==> src/rtl/l15_port_arbiter.sv <==
// Shares one L1.5 transducer port between fetch (F) and memory (M).
// Tracks one outstanding transaction and routes acks/returns to its owner.
module l15_port_arbiter #(
  parameter int STARVE_LIMIT = 4,
  parameter int CNT_W        = 3
) (
  input  logic        clk,
  input  logic        rst,
  input  logic        f_l15_val,
  input  logic [4:0]  f_l15_rqtype,
  input  logic [2:0]  f_l15_size,
  input  logic [31:0] f_l15_address,
  input  logic [63:0] f_l15_data,
  input  logic        f_l15_req_ack,
  input  logic        m_l15_val,
  input  logic [4:0]  m_l15_rqtype,
  input  logic [2:0]  m_l15_size,
  input  logic [31:0] m_l15_address,
  input  logic [63:0] m_l15_data,
  input  logic        m_l15_req_ack,
  output logic        f_header_ack,
  output logic        f_ack,
  output logic        f_resp_val,
  output logic        m_header_ack,
  output logic        m_ack,
  output logic        m_resp_val,
  output logic        transducer_l15_val,
  output logic [4:0]  transducer_l15_rqtype,
  output logic [2:0]  transducer_l15_size,
  output logic [31:0] transducer_l15_address,
  output logic [63:0] transducer_l15_data,
  output logic        transducer_l15_req_ack,
  input  logic        l15_transducer_header_ack,
  input  logic        l15_transducer_ack,
  input  logic        l15_transducer_val,
  input  logic [3:0]  l15_transducer_returntype,
  output logic        arb_eqmem,
  output logic        memOp_done,
  output logic        busy
);

  typedef enum logic [1:0] {
    IDLE     = 2'd0,
    WAIT_ACK = 2'd1,
    RESP     = 2'd2
  } state_t;

  localparam logic [CNT_W-1:0] LIMIT = CNT_W'(STARVE_LIMIT);

  state_t           state_q, state_d;
  logic             own_m_q, own_m_d;
  logic [CNT_W-1:0] starve_q, starve_d;
  logic             eqmem_q, eqmem_d;
  logic             done_q, done_d;

  logic pick_m, pick_f;
  logic rtn_data, rtn_nd;
  logic own_req_ack;

  assign pick_m = m_l15_val && (!f_l15_val || (starve_q < LIMIT));
  assign pick_f = !pick_m && f_l15_val;

  assign rtn_data = l15_transducer_val &&
                    (l15_transducer_returntype == 4'b0000 ||
                     l15_transducer_returntype == 4'b0001 ||
                     l15_transducer_returntype == 4'b0100);
  assign rtn_nd   = l15_transducer_val && !rtn_data;

  assign own_req_ack = own_m_q ? m_l15_req_ack : f_l15_req_ack;

  always_comb begin
    state_d  = state_q;
    own_m_d  = own_m_q;
    starve_d = starve_q;
    eqmem_d  = eqmem_q;
    done_d   = 1'b0;

    f_header_ack = 1'b0;
    m_header_ack = 1'b0;
    f_ack        = 1'b0;
    m_ack        = 1'b0;
    f_resp_val   = 1'b0;
    m_resp_val   = 1'b0;

    transducer_l15_val     = 1'b0;
    transducer_l15_rqtype  = '0;
    transducer_l15_size    = '0;
    transducer_l15_address = '0;
    transducer_l15_data    = '0;
    transducer_l15_req_ack = 1'b0;

    case (state_q)
      IDLE: begin
        if (pick_m) begin
          transducer_l15_val     = 1'b1;
          transducer_l15_rqtype  = m_l15_rqtype;
          transducer_l15_size    = m_l15_size;
          transducer_l15_address = m_l15_address;
          transducer_l15_data    = m_l15_data;
        end else if (pick_f) begin
          transducer_l15_val     = 1'b1;
          transducer_l15_rqtype  = f_l15_rqtype;
          transducer_l15_size    = f_l15_size;
          transducer_l15_address = f_l15_address;
          transducer_l15_data    = f_l15_data;
        end
        m_header_ack = l15_transducer_header_ack && pick_m;
        f_header_ack = l15_transducer_header_ack && pick_f;
        m_ack        = m_header_ack && l15_transducer_ack;
        f_ack        = f_header_ack && l15_transducer_ack;
        if (l15_transducer_header_ack && transducer_l15_val) begin
          own_m_d = pick_m;
          eqmem_d = pick_m;
          state_d = l15_transducer_ack ? RESP : WAIT_ACK;
          if (pick_f)
            starve_d = '0;
          else if (f_l15_val && starve_q != LIMIT)
            starve_d = starve_q + 1'b1;
        end
      end
      WAIT_ACK: begin
        m_ack = l15_transducer_ack && own_m_q;
        f_ack = l15_transducer_ack && !own_m_q;
        if (l15_transducer_ack)
          state_d = RESP;
      end
      RESP: begin
        if (rtn_data) begin
          m_resp_val = own_m_q;
          f_resp_val = !own_m_q;
          transducer_l15_req_ack = own_req_ack;
          if (own_req_ack) begin
            state_d = IDLE;
            eqmem_d = 1'b0;
            done_d  = own_m_q;
          end
        end
      end
      default: state_d = IDLE;
    endcase

    // Non-data and stale data returns are swallowed without a state change
    if (rtn_nd) begin
      transducer_l15_req_ack = 1'b1;
      f_resp_val = 1'b1;
    end
    if (rtn_data && state_q != RESP)
      transducer_l15_req_ack = 1'b1;

    if (rst) begin
      f_header_ack = 1'b0;
      m_header_ack = 1'b0;
      f_ack        = 1'b0;
      m_ack        = 1'b0;
      f_resp_val   = 1'b0;
      m_resp_val   = 1'b0;
      transducer_l15_val     = 1'b0;
      transducer_l15_rqtype  = '0;
      transducer_l15_size    = '0;
      transducer_l15_address = '0;
      transducer_l15_data    = '0;
      transducer_l15_req_ack = 1'b0;
    end
  end

  always_ff @(posedge clk) begin
    if (rst) begin
      state_q  <= IDLE;
      own_m_q  <= 1'b0;
      starve_q <= '0;
      eqmem_q  <= 1'b0;
      done_q   <= 1'b0;
    end else begin
      state_q  <= state_d;
      own_m_q  <= own_m_d;
      starve_q <= starve_d;
      eqmem_q  <= eqmem_d;
      done_q   <= done_d;
    end
  end

  assign arb_eqmem  = eqmem_q;
  assign memOp_done = done_q;
  assign busy       = (state_q != IDLE);

endmodule

==> config.mk <==
export PLATFORM = sky130hd
export DESIGN_NAME = l15_port_arbiter
export DESIGN_NICKNAME = d
export VERILOG_FILES = /design/src/rtl/l15_port_arbiter.sv
export SDC_FILE = /design/constraint.sdc
export NUM_CORES = 1
export LEC_CHECK = 0
export CAP_MARGIN = 25
export CORE_AREA = 2 2 129 131
export CTS_CLUSTER_SIZE = 8
export DETAILED_ROUTE_END_ITERATION = 12
export DIE_AREA = 0 0 131 133
export DONT_BUFFER_PORTS = 1
export GPL_TIMING_DRIVEN = 1
export PLACE_DENSITY_LB_ADDON = 0.05
export SKIP_LAST_GASP = 1
export SYNTH_ARGS = -nofsm -noshare
export SYNTH_HDL_FRONTEND = slang
export SYNTH_SLANG_ARGS = --single-unit
==> constraint.sdc <==
create_clock -name clk -period 1.3 [get_ports clk]
set_clock_uncertainty 0.15 [all_clocks]
set_input_delay 0.13 -clock clk [delete_from_list [all_inputs] [get_ports clk]]
set_output_delay 0.13 -clock clk [all_outputs]
set_load 0.03 [all_outputs]
# Word level (Yosys, flattened, before mapping)
# Index checks and enable logic that the tools add are counted.
[totals]
reg_bits = 8
latchBits = 0
ramBits = 0
rom_bits = 0
inputBits = 221
out_inout_bits = 115
elab_cells = 104
n_memories = 0
[classes]
add_sub_neg = 1
mul = 0
div = 0
n_lt_le_gt_ge = 1
n_eq_ne = 10
n_shift = 0
muxes = 54
n_bitwise = 3
reduce_logical = 30
[op_table]
columns = ["op", "count"]
rows = [
  ["64-bit two-way mux", 4],
  ["32-bit two-way mux", 4],
  ["1-bit two-way mux", 27],
  ["5-bit two-way mux", 4],
  ["3-bit two-way mux", 6],
  ["1-bit logical AND", 13],
  ["2-bit two-way mux", 5],
  ["2-bit != test, second input constant", 5],
  ["4-bit AND reduction", 2],
  ["1-bit one-hot mux with 2 select lines", 3],
  ["2-bit one-hot mux with 3 select lines", 1],
  ["2-bit nonzero test", 3],
  ["4-bit by 1-bit equality test with 1-bit output, second input constant", 1],
  ["4-bit by 3-bit equality test with 1-bit output, second input constant", 1],
  ["1-bit zero test", 4],
  ["4-bit zero test", 1],
  ["4-bit OR reduction", 1],
  ["3-bit by 1-bit adder with 3-bit output, second input constant", 1],
  ["1-bit logical OR", 3],
  ["3-bit < comparator, second input constant", 1],
  ["3-bit != test, second input constant", 1],
  ["1-bit NOT", 3],
  ["3-bit AND reduction", 1],
  ["2-bit by 1-bit equality test with 1-bit output, second input constant", 1],
  ["other kinds (3)", 3],
]

# Longest topological paths before layout
# Gate-level depths: netlist of run 1.
[logic_depth]
word_depth = 11
ltp_mapped = 6
depth_no_buf = 4

# Least setup slack after synthesis of run 1
# No wires, ideal clock.
[synth_path]
kind = "register to output"
startpoint = "register state_q[0]"
endpoint = "output transducer_l15_address[30]"
arrival_ns = 1.520
required_ns = 1.020
setup_slack_ns = -0.500
stages_incl_launch_ff = 5
path_buffers = 2
cell_sequence = "dfxtp_1 > or3_1 > buf_2 > clkbuf_1 > a21oi_1"
[synth_via]
elab_chain_len = 3
[synth_rtl]
columns = ["item", "line", "text"]
rows = [
  ["start: declaration", "50", "state_t state_q, state_d;"],
  ["start signal: assignment", "174", "state_q <= state_d;"],
  ["2-bit zero test", "92", "case (state_q)"],
  ["32-bit two-way mux", "92", ""],
  ["32-bit two-way mux", "150", "if (rst) begin"],
  ["end: declaration", "30", "output logic [31:0] transducer_l15_address,"],
]
# No other way between the ends.

# Worst setup path after layout of run 1
[layout_path]
startpoint = "register state_q[1]"
endpoint = "output transducer_l15_data[39]"
[layout_via]
elab_chain_len = 3
[layout_rtl]
columns = ["item", "line", "text"]
rows = [
  ["2-bit zero test", "92", ""],
  ["64-bit two-way mux", "92", ""],
  ["64-bit two-way mux", "150", ""],
  ["end: declaration", "31", "output logic [63:0] transducer_l15_data,"],
]
# No other way between the ends.

==> reports/qor.yml, run 1 <==
met1_length_um: 5130
vias: 3462
clockBufferDepth: 2
yosysUniqueCellTypes: 37
cp_top_family: "simple AND/OR/NAND/NOR gates"
report.final.slew_viol_count: 0
hold_path.class: "input pin to flop"
gp_congestion: 0.741
ys_top_cells_by_area: "nand3_1, nand2_1, a21oi_1, a21oi_2, dfxtp_1"
p_int_mw: 1.33
grt_pass1_vias: 3321
cp.arrival_ps: 1610
io_buffer_count: 0
cts-root-buf: "clkbuf_16"
die_h_um: 133
avgViaCountPerCell: 4.88
cp_num_buf_inv: 2
syn-cell-area_sq_um: 2320
clkPwrFrac: 0.196
start_kind: "flop"
nets: 714
slew_headroom: 0.473
clkTransAtPathRegs_ps: 40
die-area_sq_um: 17400
dr.pass1.iters: 4
grt_setup_unrepaired: "true"
syn_area_per_cell_sq_um: 5.43
tightest_slew_ps: 783
wl_met2_um: 7280
ant_nets: 0
ir_drop_mv: 0.547
diodes: 0
p_leak_nw: 1.47
critical_path.cell_chain: "or3_4 -> buf_12 -> a21oi_1 -> buf_4"
synthArstFlopShare: 0
p_seq_frac: 0.101
clk_latency_ps: 230
ys_warn_count: 0
num_rows: 47
sw_frac_of_total: 0.494
slowest_delay_ps: 420
synth-main-ff-cell: "dfxtp_1"
r2r_setup_slack_ps: -240
place_ws_ps: -341
tritoncts: "built"
pin_count: 336
hold_buffers: 4
endpoint: "transducer_l15_data[39]"
syn_nets: 651
cp.depth: 4
max_freq_mhz: 529
worstSetupPathType: "flop to primary output"
worstPathRequired_ps: 1020
finish.utilization: 0.269
design_power_total_mw: 2.62
timing.rr.start: "state_q[1]$_SDFFE_PP0P_"
crit_slowest_cell: "or3_4"
worst_slack_ps: -590
netlist.area_leader.share: 0.233
pwr-share-comb: 0.703
dp.cells: 684
cp_max_fo: 48
grt_first_pass_wirelength_um: 17900
fin_crit_ps: 1890
drt_wl_total_um: 13400
final_area_sq_um: 4350
dpl_cell_area_sq_um: 3800
antenna_found_initial: 0
drc: 0
cts_made_buffers: 3
initial_utilization: 0.144
topRoutingLayerUsed: "met4"
core_sq_um: 16200
overflow: 0
p_sw_mw: 1.29
violations: "negative hold slack, negative setup slack"
track_usage: 0.131
maxCapViolCount: 0
ys_ff_latch: 8
syn_inst: 428
r2r-end: "arb_eqmem$_SDFFE_PP0P_"
dr_wl_met3_um: 854
fin_cells: 709
drive_gt1_frac: 0.450
ys_seq_area_frac: 0.0690
yosysTopAreaCell: "nand3_1"
status: "complete, but fails checks"
holdWs_ps: -20.4
finalCritPeriodShare: 1.45
grt_max_degree: 114
htree_levels: 1
synth_edf_count: 0
syn_to_final_growth_pct: 87.5
dp_hpwl_um: 9920
ff2ff_path_depth: 8
fp.dieW_um: 131
hold_violations: 1
initialDrtViolationCount: 110
pwr_density_cell_nw_per_um2: 602
wl_per_cell_um: 19.0
critPathLaunch: "state_q[1]$_SDFFE_PP0P_"
end_kind: "primary output"
cts.sinks: 8
setup_viol_count_final: 119
[synth_stat cells, types with 2 or more instances]
master and count:
buf_6 5, nor3_1 2, nor3b_1 2, a21oi_2 30, buf_4 3, nor2_1 9, inv_1 5, dfxtp_1 8
nand3_1 108, buf_1 9, clkbuf_1 19, o21ai_0 2, nand2b_1 4, ha_1 2, nand2_1 107, a21oi_1 78
buf_2 15
[state kept, by name, indices dropped and copies added (netlist names)]
signal and count:
starve_q 3, state_q 2, arb_eqmem 1, memOp_done 1, own_m_q 1
[layout by cell type (no fill, tap or decap), types with 3 or more instances in the layout]
cell             n
buf_6            9
inv_1            4
nand2_1        101
clkbuf_16        4
nand3_2          9
nor2_1           4
a21oi_1         40
buf_4           75
buf_12          16
dlygate4sd3_1    4
a21oi_2         13
nor2_4           5
nand2b_4         3
dfxtp_1          4
nand3_1         99
a21oi_4         55
nand2_2          6
[per-stage QoR]
step | TNS [ps] | hold WS [ps]
2_1_floorplan | -36610 | 70.9
6_report | -57390 | -20.4
3_3_place_gp | -28230 | 52.0
4_1_cts | -57500 | 11.4
5_1_grt | -63720 | -14.5
3_5_place_dp | -29010 | 56.7
[metal layers]
metal / vias up / global-route usage
li1: 1615 / -
met1: 1642 / 0.145
met2: 189 / 0.257
met3: 16 / 0.0166
met4: 0 / 0.0272
met5: - / 0
[how the worst min path moves through the flow]
stage	from	end	slack (ps)	cells past startpoint
floorplan	l15_transducer_ack	state_q[0]$_SDFFE_PP0P_	70	1
global placement	rst	own_m_q$_SDFFE_PP0P_	50	1
detailed placement	rst	starve_q[1]$_SDFFE_PP0P_	60	1
CTS	l15_transducer_ack	state_q[1]$_SDFFE_PP0P_	10	2
global route	l15_transducer_ack	state_q[1]$_SDFFE_PP0P_	-10	2
finish	l15_transducer_ack	state_q[1]$_SDFFE_PP0P_	-20	2
[cells by family (layout without fill, tap and decap cells)]
| family | after synthesis | in the layout | share of synthesized area |
|---|---|---|---|
| DFF | 8 | 8 | 0.0690 |
| muxes | 1 | 1 | 0.00431 |
| AOI/OAI and AO/OA | 122 | 122 | 0.329 |
| adders and majority gates | 2 | 2 | 0.0108 |
| buffers and inverters | 56 | 117 | 0.120 |
| and+or+nand+nor | 239 | 239 | 0.468 |
[area by class of cell]
class | instances | area, sq um
fillers | 1784 | 11800
multi-input cells | 364 | 2680
repair buffers | 109 | 1130
well taps | 220 | 275
flip-flops and latches | 8 | 170
clock buffers | 3 | 75.1
inverters | 5 | 18.8
[timing repair]
action,CTS,global route
gates cloned,2,1
pin swaps,18,16
endpoints found under the setup margin,117,120
resized for setup,42,24
endpoints found under the hold margin,8,1
setup buffers,7,10
[power by group through the flow]
stage / Clock [mW] / Sequential, mW / Combinational [mW]
after floorplan: 0 / 0.275 / 1.34
after global placement: 0 / 0.269 / 1.66
after detailed placement: 0 / 0.269 / 1.66
after CTS: 0.532 / 0.264 / 1.78
after global routing: 0.547 / 0.265 / 1.95
final: 0.512 / 0.265 / 1.84
Power figures use the tool's default switching activity.
==> run 2, diff against run 1 <==
--- a/config.mk
+++ b/config.mk
@@ -6,6 +6,8 @@
 export NUM_CORES = 1
 export LEC_CHECK = 0
 export CAP_MARGIN = 25
+export CELL_PAD_IN_SITES_DETAIL_PLACEMENT = 1
+export CELL_PAD_IN_SITES_GLOBAL_PLACEMENT = 1
 export CORE_AREA = 2 2 129 131
 export CTS_CLUSTER_SIZE = 8
 export DETAILED_ROUTE_END_ITERATION = 12
==> reports/qor.yml, run 2 (synthesis results as in run 1) <==
tritoncts: "built"  # unchanged
overflow: 0  # unchanged
end_kind: "primary output"  # unchanged
cp_max_fo: 6  # was 48
worstSetupPathType: "flop to primary output"  # unchanged
ant_nets: 0  # unchanged
fp.dieW_um: 131  # unchanged
cts-root-buf: "clkbuf_16"  # unchanged
pin_count: 336  # unchanged
clkTransAtPathRegs_ps: 40  # about the same
dr.pass1.iters: 4  # unchanged
hold_path.class: "input pin to flop"  # unchanged
finalCritPeriodShare: 1.43  # was 1.45
wl_per_cell_um: 23.0  # was 19.0 um
holdPathStages: 2  # unchanged
report.final.slew_viol_count: 0  # unchanged
grt_setup_unrepaired: "true"  # unchanged
top_register: "starve_q"  # unchanged
ff2ff_path_depth: 5  # was 8
grt_first_pass_wirelength_um: 19700  # was 17,900 um
largestRegisters: "starve_q (3), state_q (2)"  # unchanged
slew_headroom: 0.535  # was 0.473
num_rows: 47  # unchanged
largest_reg_flops: 3  # unchanged
cts.sinks: 8  # unchanged
antenna_found_initial: 0  # unchanged
drt_wl_total_um: 16300  # was 13,400 um
hold_violations: 1  # unchanged
status: "complete, but fails checks"  # unchanged
gp_congestion: 0.703  # was 0.741
grt_max_degree: 114  # unchanged
avgViaCountPerCell: 5.09  # was 4.88
dp_hpwl_um: 10300  # was 9920 um
cp.arrival_ps: 1590  # was 1610 ps
worstPathRequired_ps: 1020  # about the same
fin_cells: 707  # was 709
crit_slowest_cell: "or3_4"  # unchanged
holdWs_ps: -9.52  # was -20.4 ps
initialDrtViolationCount: 106  # was 110
hp-start: "l15_transducer_ack"  # unchanged
r2r_setup_slack_ps: -90  # was -240 ps
die_h_um: 133  # unchanged
ir_drop_mv: 0.425  # was 0.547 mV
clk_latency_ps: 230  # about the same
syn_to_final_growth_pct: 118  # was 87.5%
timing.rr.start: "state_q[0]$_SDFFE_PP0P_"  # was state_q[1]$_SDFFE_PP0P_
initial_utilization: 0.144  # unchanged
drive_gt1_frac: 0.561  # was 0.450
io_buffer_count: 0  # unchanged
critical_path.cell_chain: "or3_4 -> clkbuf_16 -> a21oi_2 -> buf_6"  # was or3_4 -> buf_12 -> a21oi_1 -> buf_4
slowest_delay_ps: 470  # was 420 ps
critPathLaunch: "state_q[1]$_SDFFE_PP0P_"  # unchanged
core_sq_um: 16200  # unchanged
track_usage: 0.143  # was 0.131
setup-tns-final_ps: -56600  # was -57,390 ps
min_to: "state_q[1]$_SDFFE_PP0P_"  # unchanged
cts_made_buffers: 3  # unchanged
pwr_density_cell_nw_per_um2: 589  # was 602 nW/um^2
setup_viol_count_final: 118  # was 119
maxCapViolCount: 0  # unchanged
tightest_slew_ps: 690  # was 783 ps
p_leak_nw: 1.65  # was 1.47 nW
hold_buffers: 4  # unchanged
drc: 0  # unchanged
nets: 712  # was 714
diodes: 0  # unchanged
start_kind: "flop"  # unchanged
violations: "negative hold slack, negative setup slack"  # unchanged
mostFrequentLayoutCells: "nand3_1, nand2_1, a21oi_4"  # was nand2_1, nand3_1, buf_4
clockBufferDepth: 2  # unchanged
grt_pass1_vias: 3515  # was 3,321
die-area_sq_um: 17400  # unchanged
htree_levels: 1  # unchanged
fin_crit_ps: 1870  # was 1890 ps
max_freq_mhz: 536  # was 529 MHz
vias: 3601  # was 3,462
final_common_cell: "nand3_1"  # was nand2_1
r2r-end: "starve_q[1]$_SDFFE_PP0P_"  # was arb_eqmem$_SDFFE_PP0P_
worst_slack_ps: -565  # was -590 ps
dp.cells: 672  # was 684
[run 2: changes by cell type in the layout (fill, tap and decap cells not counted), sizes merged]
cell    previous run  this run
buf              104        91
or3                1         3
clkbuf             4        13
[run 2: how the worst max path moves through the flow]
stage / end / slack (ps) / cells after the start
detailed placement: transducer_l15_data[2] / -360 / 5
floorplan: transducer_l15_data[16] / -460 / 4
global placement: transducer_l15_data[2] / -360 / 5
finish: transducer_l15_data[45] / -570 / 4
CTS: transducer_l15_address[6] / -590 / 4
global route: transducer_l15_data[45] / -610 / 4
[run 2: cell type report]
type / count / area, sq um
fillers: 1873 / 11100
repair buffers: 105 / 1430
inverters: 5 / 18.8
flip-flops and latches: 8 / 175
clock buffers: 3 / 75.1
multi-input cells: 366 / 3100
well taps: 220 / 275
[run 2: timing repair]
action | in CTS | in global routing
endpoints found under the hold margin | 8 | 1
gates resized for setup | 51 | 142
setup endpoints to repair | 120 | 120
setup buffers | 7 | 3
gates cloned | 3 | 18
pin swaps | 12 | 27
[run 2: per-layer routing]
metal | track usage | part of all wire | up-vias
met3 | 0.0303 | 0.070 | 12
met5 | 0 | 0 | -
met4 | 0.0154 | 0.0075 | 0
met1 | 0.148 | 0.37 | 1776
met2 | 0.293 | 0.55 | 183
li1 | - | - | 1630
[run 2: worst max-delay path, delay by kind of cell, from the launching register on]
family / cells / cell delay [ps]
flip-flops: 1 / 350
AND/OR/NAND/NOR: 1 / 470
AO/OA/AOI/OAI: 1 / 160
buffers and inverters: 2 / 370
[run 2: power breakdown]
| part | internal (mW) | switching [mW] | leakage (nW) | total, mW |
|---|---|---|---|---|
| Combinational | 0.848 | 1.34 | 1.55 | 2.19 |
| Clock | 0.398 | 0.133 | 0.0370 | 0.531 |
| Sequential | 0.254 | 0.0135 | 0.0681 | 0.267 |
[run 2: metrics by stage]
step	setup slack, ps	hold slack (ps)	area [sq um]	power [mW]	util
5_1_grt	-612	-6.73	5070	3.13	0.313
6_report	-565	-9.52	5070	2.99	0.313
3_3_place_gp	-362	52.0	3680	1.87	0.227
2_1_floorplan	-462	70.9	3070	1.61	-
4_1_cts	-585	23.3	4170	2.58	0.258
3_5_place_dp	-363	54.6	3680	1.87	0.227
==> run 3, diff against run 2 <==
--- a/config.mk
+++ b/config.mk
@@ -9,6 +9,7 @@
 export CELL_PAD_IN_SITES_DETAIL_PLACEMENT = 1
 export CELL_PAD_IN_SITES_GLOBAL_PLACEMENT = 1
 export CORE_AREA = 2 2 129 131
+export CTS_CLUSTER_DIAMETER = 40
 export CTS_CLUSTER_SIZE = 8
 export DETAILED_ROUTE_END_ITERATION = 12
 export DIE_AREA = 0 0 131 133
==> constraint.sdc (replaced) <==
create_clock -name clk -period 1.3 [get_ports clk]
set_clock_uncertainty 0.15 [all_clocks]
set_input_delay 0.26 -clock clk [delete_from_list [all_inputs] [get_ports clk]]
set_output_delay 0.26 -clock clk [all_outputs]
set_load 0.03 [all_outputs]
==> reports/qor.yml, run 3 (synthesis results as in run 1) <==
status: "complete, but fails checks"  # unchanged
violations: "negative setup slack"  # was negative hold slack, negative setup slack
ant_nets: 0  # unchanged
dr.pass1.iters: 4  # unchanged
finalCritPeriodShare: 1.56  # was 1.43
cp_top_family: "simple AND/OR/NAND/NOR gates"  # unchanged
dp_hpwl_um: 10400  # was 10,300 um
dp.cells: 680  # was 672
end_kind: "primary output"  # unchanged
clkTransAtPathRegs_ps: 40  # about the same
num_rows: 47  # unchanged
nets: 715  # was 712
grt_setup_unrepaired: "true"  # unchanged
worstPathRequired_ps: 890  # was 1020 ps
core_sq_um: 16200  # unchanged
start_kind: "flop"  # unchanged
die_h_um: 133  # unchanged
die-area_sq_um: 17400  # unchanged
setup_viol_count_final: 120  # was 118
overflow: 0  # unchanged
avgViaCountPerCell: 4.92  # was 5.09
maxCapViolCount: 0  # unchanged
worstSetupPathType: "flop to primary output"  # unchanged
cts.sinks: 8  # unchanged
top_register: "starve_q"  # unchanged
initialDrtViolationCount: 82  # was 106
critical_path.cell_chain: "or3_4 -> clkbuf_16 -> a21oi_1 -> buf_4"  # was or3_4 -> clkbuf_16 -> a21oi_2 -> buf_6
largest_reg_flops: 3  # unchanged
cp_num_buf_inv: 2  # unchanged
fin_crit_ps: 2020  # was 1870 ps
report.final.slew_viol_count: 0  # unchanged
largestRegisters: "starve_q (3), state_q (2)"  # unchanged
clockBufferDepth: 2  # unchanged
p_leak_nw: 1.56  # was 1.65 nW
finish.utilization: 0.288  # was 0.313
worst_slack_ps: -722  # was -565 ps
clkPwrFrac: 0.190  # was 0.178
sw_frac_of_total: 0.492  # was 0.498
track_usage: 0.146  # was 0.143
clk_latency_ps: 230  # about the same
crit_slowest_cell: "or3_4"  # unchanged
io_buffer_count: 0  # unchanged
htree_levels: 1  # unchanged
drive_gt1_frac: 0.482  # was 0.561
hold_violations: 0  # was 1
hold_path.class: "input pin to flop"  # unchanged
wl_per_cell_um: 20.9  # was 23.0 um
grt_max_degree: 114  # unchanged
cts_made_buffers: 3  # unchanged
drc: 0  # unchanged
mostFrequentLayoutCells: "nand2_1, nand3_1, buf_4"  # was nand3_1, nand2_1, a21oi_4
diodes: 0  # unchanged
tightest_slew_ps: 556  # was 690 ps
fill_cells: 1927  # was 1,873
max_freq_mhz: 495  # was 536 MHz
initial_utilization: 0.144  # unchanged
holdWs_ps: 12.6  # was -9.52 ps
gp_congestion: 0.725  # was 0.703
fp.dieW_um: 131  # unchanged
cp_max_fo: 19  # was 6
setup-tns-final_ps: -75970  # was -56,600 ps
pwr-share-comb: 0.714  # was 0.733
grt_pass1_vias: 3571  # was 3,515
p_int_mw: 1.41  # was 1.50 mW
grt_first_pass_wirelength_um: 20100  # was 19,700 um
r2r_setup_slack_ps: -320  # was -90 ps
seqCellArea_sq_um: 168  # was 175 sq um
pin_count: 336  # unchanged
p_sw_mw: 1.36  # was 1.49 mW
cts-root-buf: "clkbuf_16"  # unchanged
multiInputGateArea_sq_um: 2810  # was 3100 sq um
fin_cells: 710  # was 707
cp.arrival_ps: 1610  # was 1590 ps
syn_to_final_growth_pct: 101  # was 118%
drt_wl_total_um: 14800  # was 16,300 um
slew_headroom: 0.626  # was 0.535
p_seq_frac: 0.096  # was 0.089
tritoncts: "built"  # unchanged
antenna_found_initial: 0  # unchanged
vias: 3492  # was 3,601
final_common_cell: "nand2_1"  # was nand3_1
ir_drop_mv: 0.439  # was 0.425 mV
pwr_density_cell_nw_per_um2: 594  # was 589 nW/um^2
slowest_delay_ps: 480  # was 470 ps
## run 3: cell types whose count changed in the layout (fill, tap and decap cells not counted), sizes merged
cell | previous run | this run
dlygate4sd3 | 4 | 2
or3 | 3 | 1
clkbuf | 13 | 7
buf | 91 | 104
## run 3: repair_timing
action | 4_1_cts | 5_1_grt
cloned | 6 | 4
hold endpoints to repair | 5 | 0
gates resized for setup | 46 | 52
pin swaps | 23 | 28
hold buffers | 2 | 0
setup endpoints to repair | 117 | 121
setup buffers | 14 | 4
## run 3: stage by stage
step | instance area [sq um] | worst slack [ps] | power, mW
6_report | 4660 | -722 | 2.77
5_1_grt | 4660 | -762 | 2.90
4_1_cts | 4300 | -699 | 2.65
3_5_place_dp | 3710 | -454 | 1.90
3_3_place_gp | 3710 | -461 | 1.91
2_1_floorplan | 3020 | -620 | 1.60
## run 3: cell type report
class                   count  share of cell area
flip-flops and latches      8              0.0360
multi-input cells         364               0.604
repair buffers            110               0.281
inverters                   5             0.00403
clock buffers               3              0.0161
well taps                 220              0.0591
## run 3: worst paths after layout
path	cells after the start	endpoint	startpoint
worst min-delay path	2	own_m_q$_SDFFE_PP0P_	l15_transducer_header_ack
worst min register to register	2	starve_q[1]$_SDFFE_PP0P_	starve_q[1]$_SDFFE_PP0P_
worst max register to register	9	arb_eqmem$_SDFFE_PP0P_	state_q[1]$_SDFFE_PP0P_
worst max-delay path	4	transducer_l15_data[41]	state_q[0]$_SDFFE_PP0P_
## run 3: worst register-to-register path, delay by kind of cell, from the launching register on
| family | cells | cell delay [ps] |
|---|---|---|
| compound gates | 1 | 190 |
| buf+inv | 6 | 700 |
| simple gates | 2 | 180 |
| flops | 1 | 330 |
## run 3: metal layers
layer | GRT usage | vias up | part of all wire
met5 | 0 | - | 0
met4 | 0.0177 | 0 | 0.0088
met3 | 0.0279 | 10 | 0.076
met2 | 0.303 | 180 | 0.56
met1 | 0.151 | 1675 | 0.35
li1 | - | 1627 | -
## run 3: power by group through the flow
stage	logic, mW	clock network (mW)	registers (mW)
6_report	1.98	0.524	0.266
2_1_floorplan	1.33	0	0.275
3_5_place_dp	1.64	0	0.269
5_1_grt	2.08	0.554	0.267
4_1_cts	1.86	0.533	0.266
3_3_place_gp	1.64	0	0.269
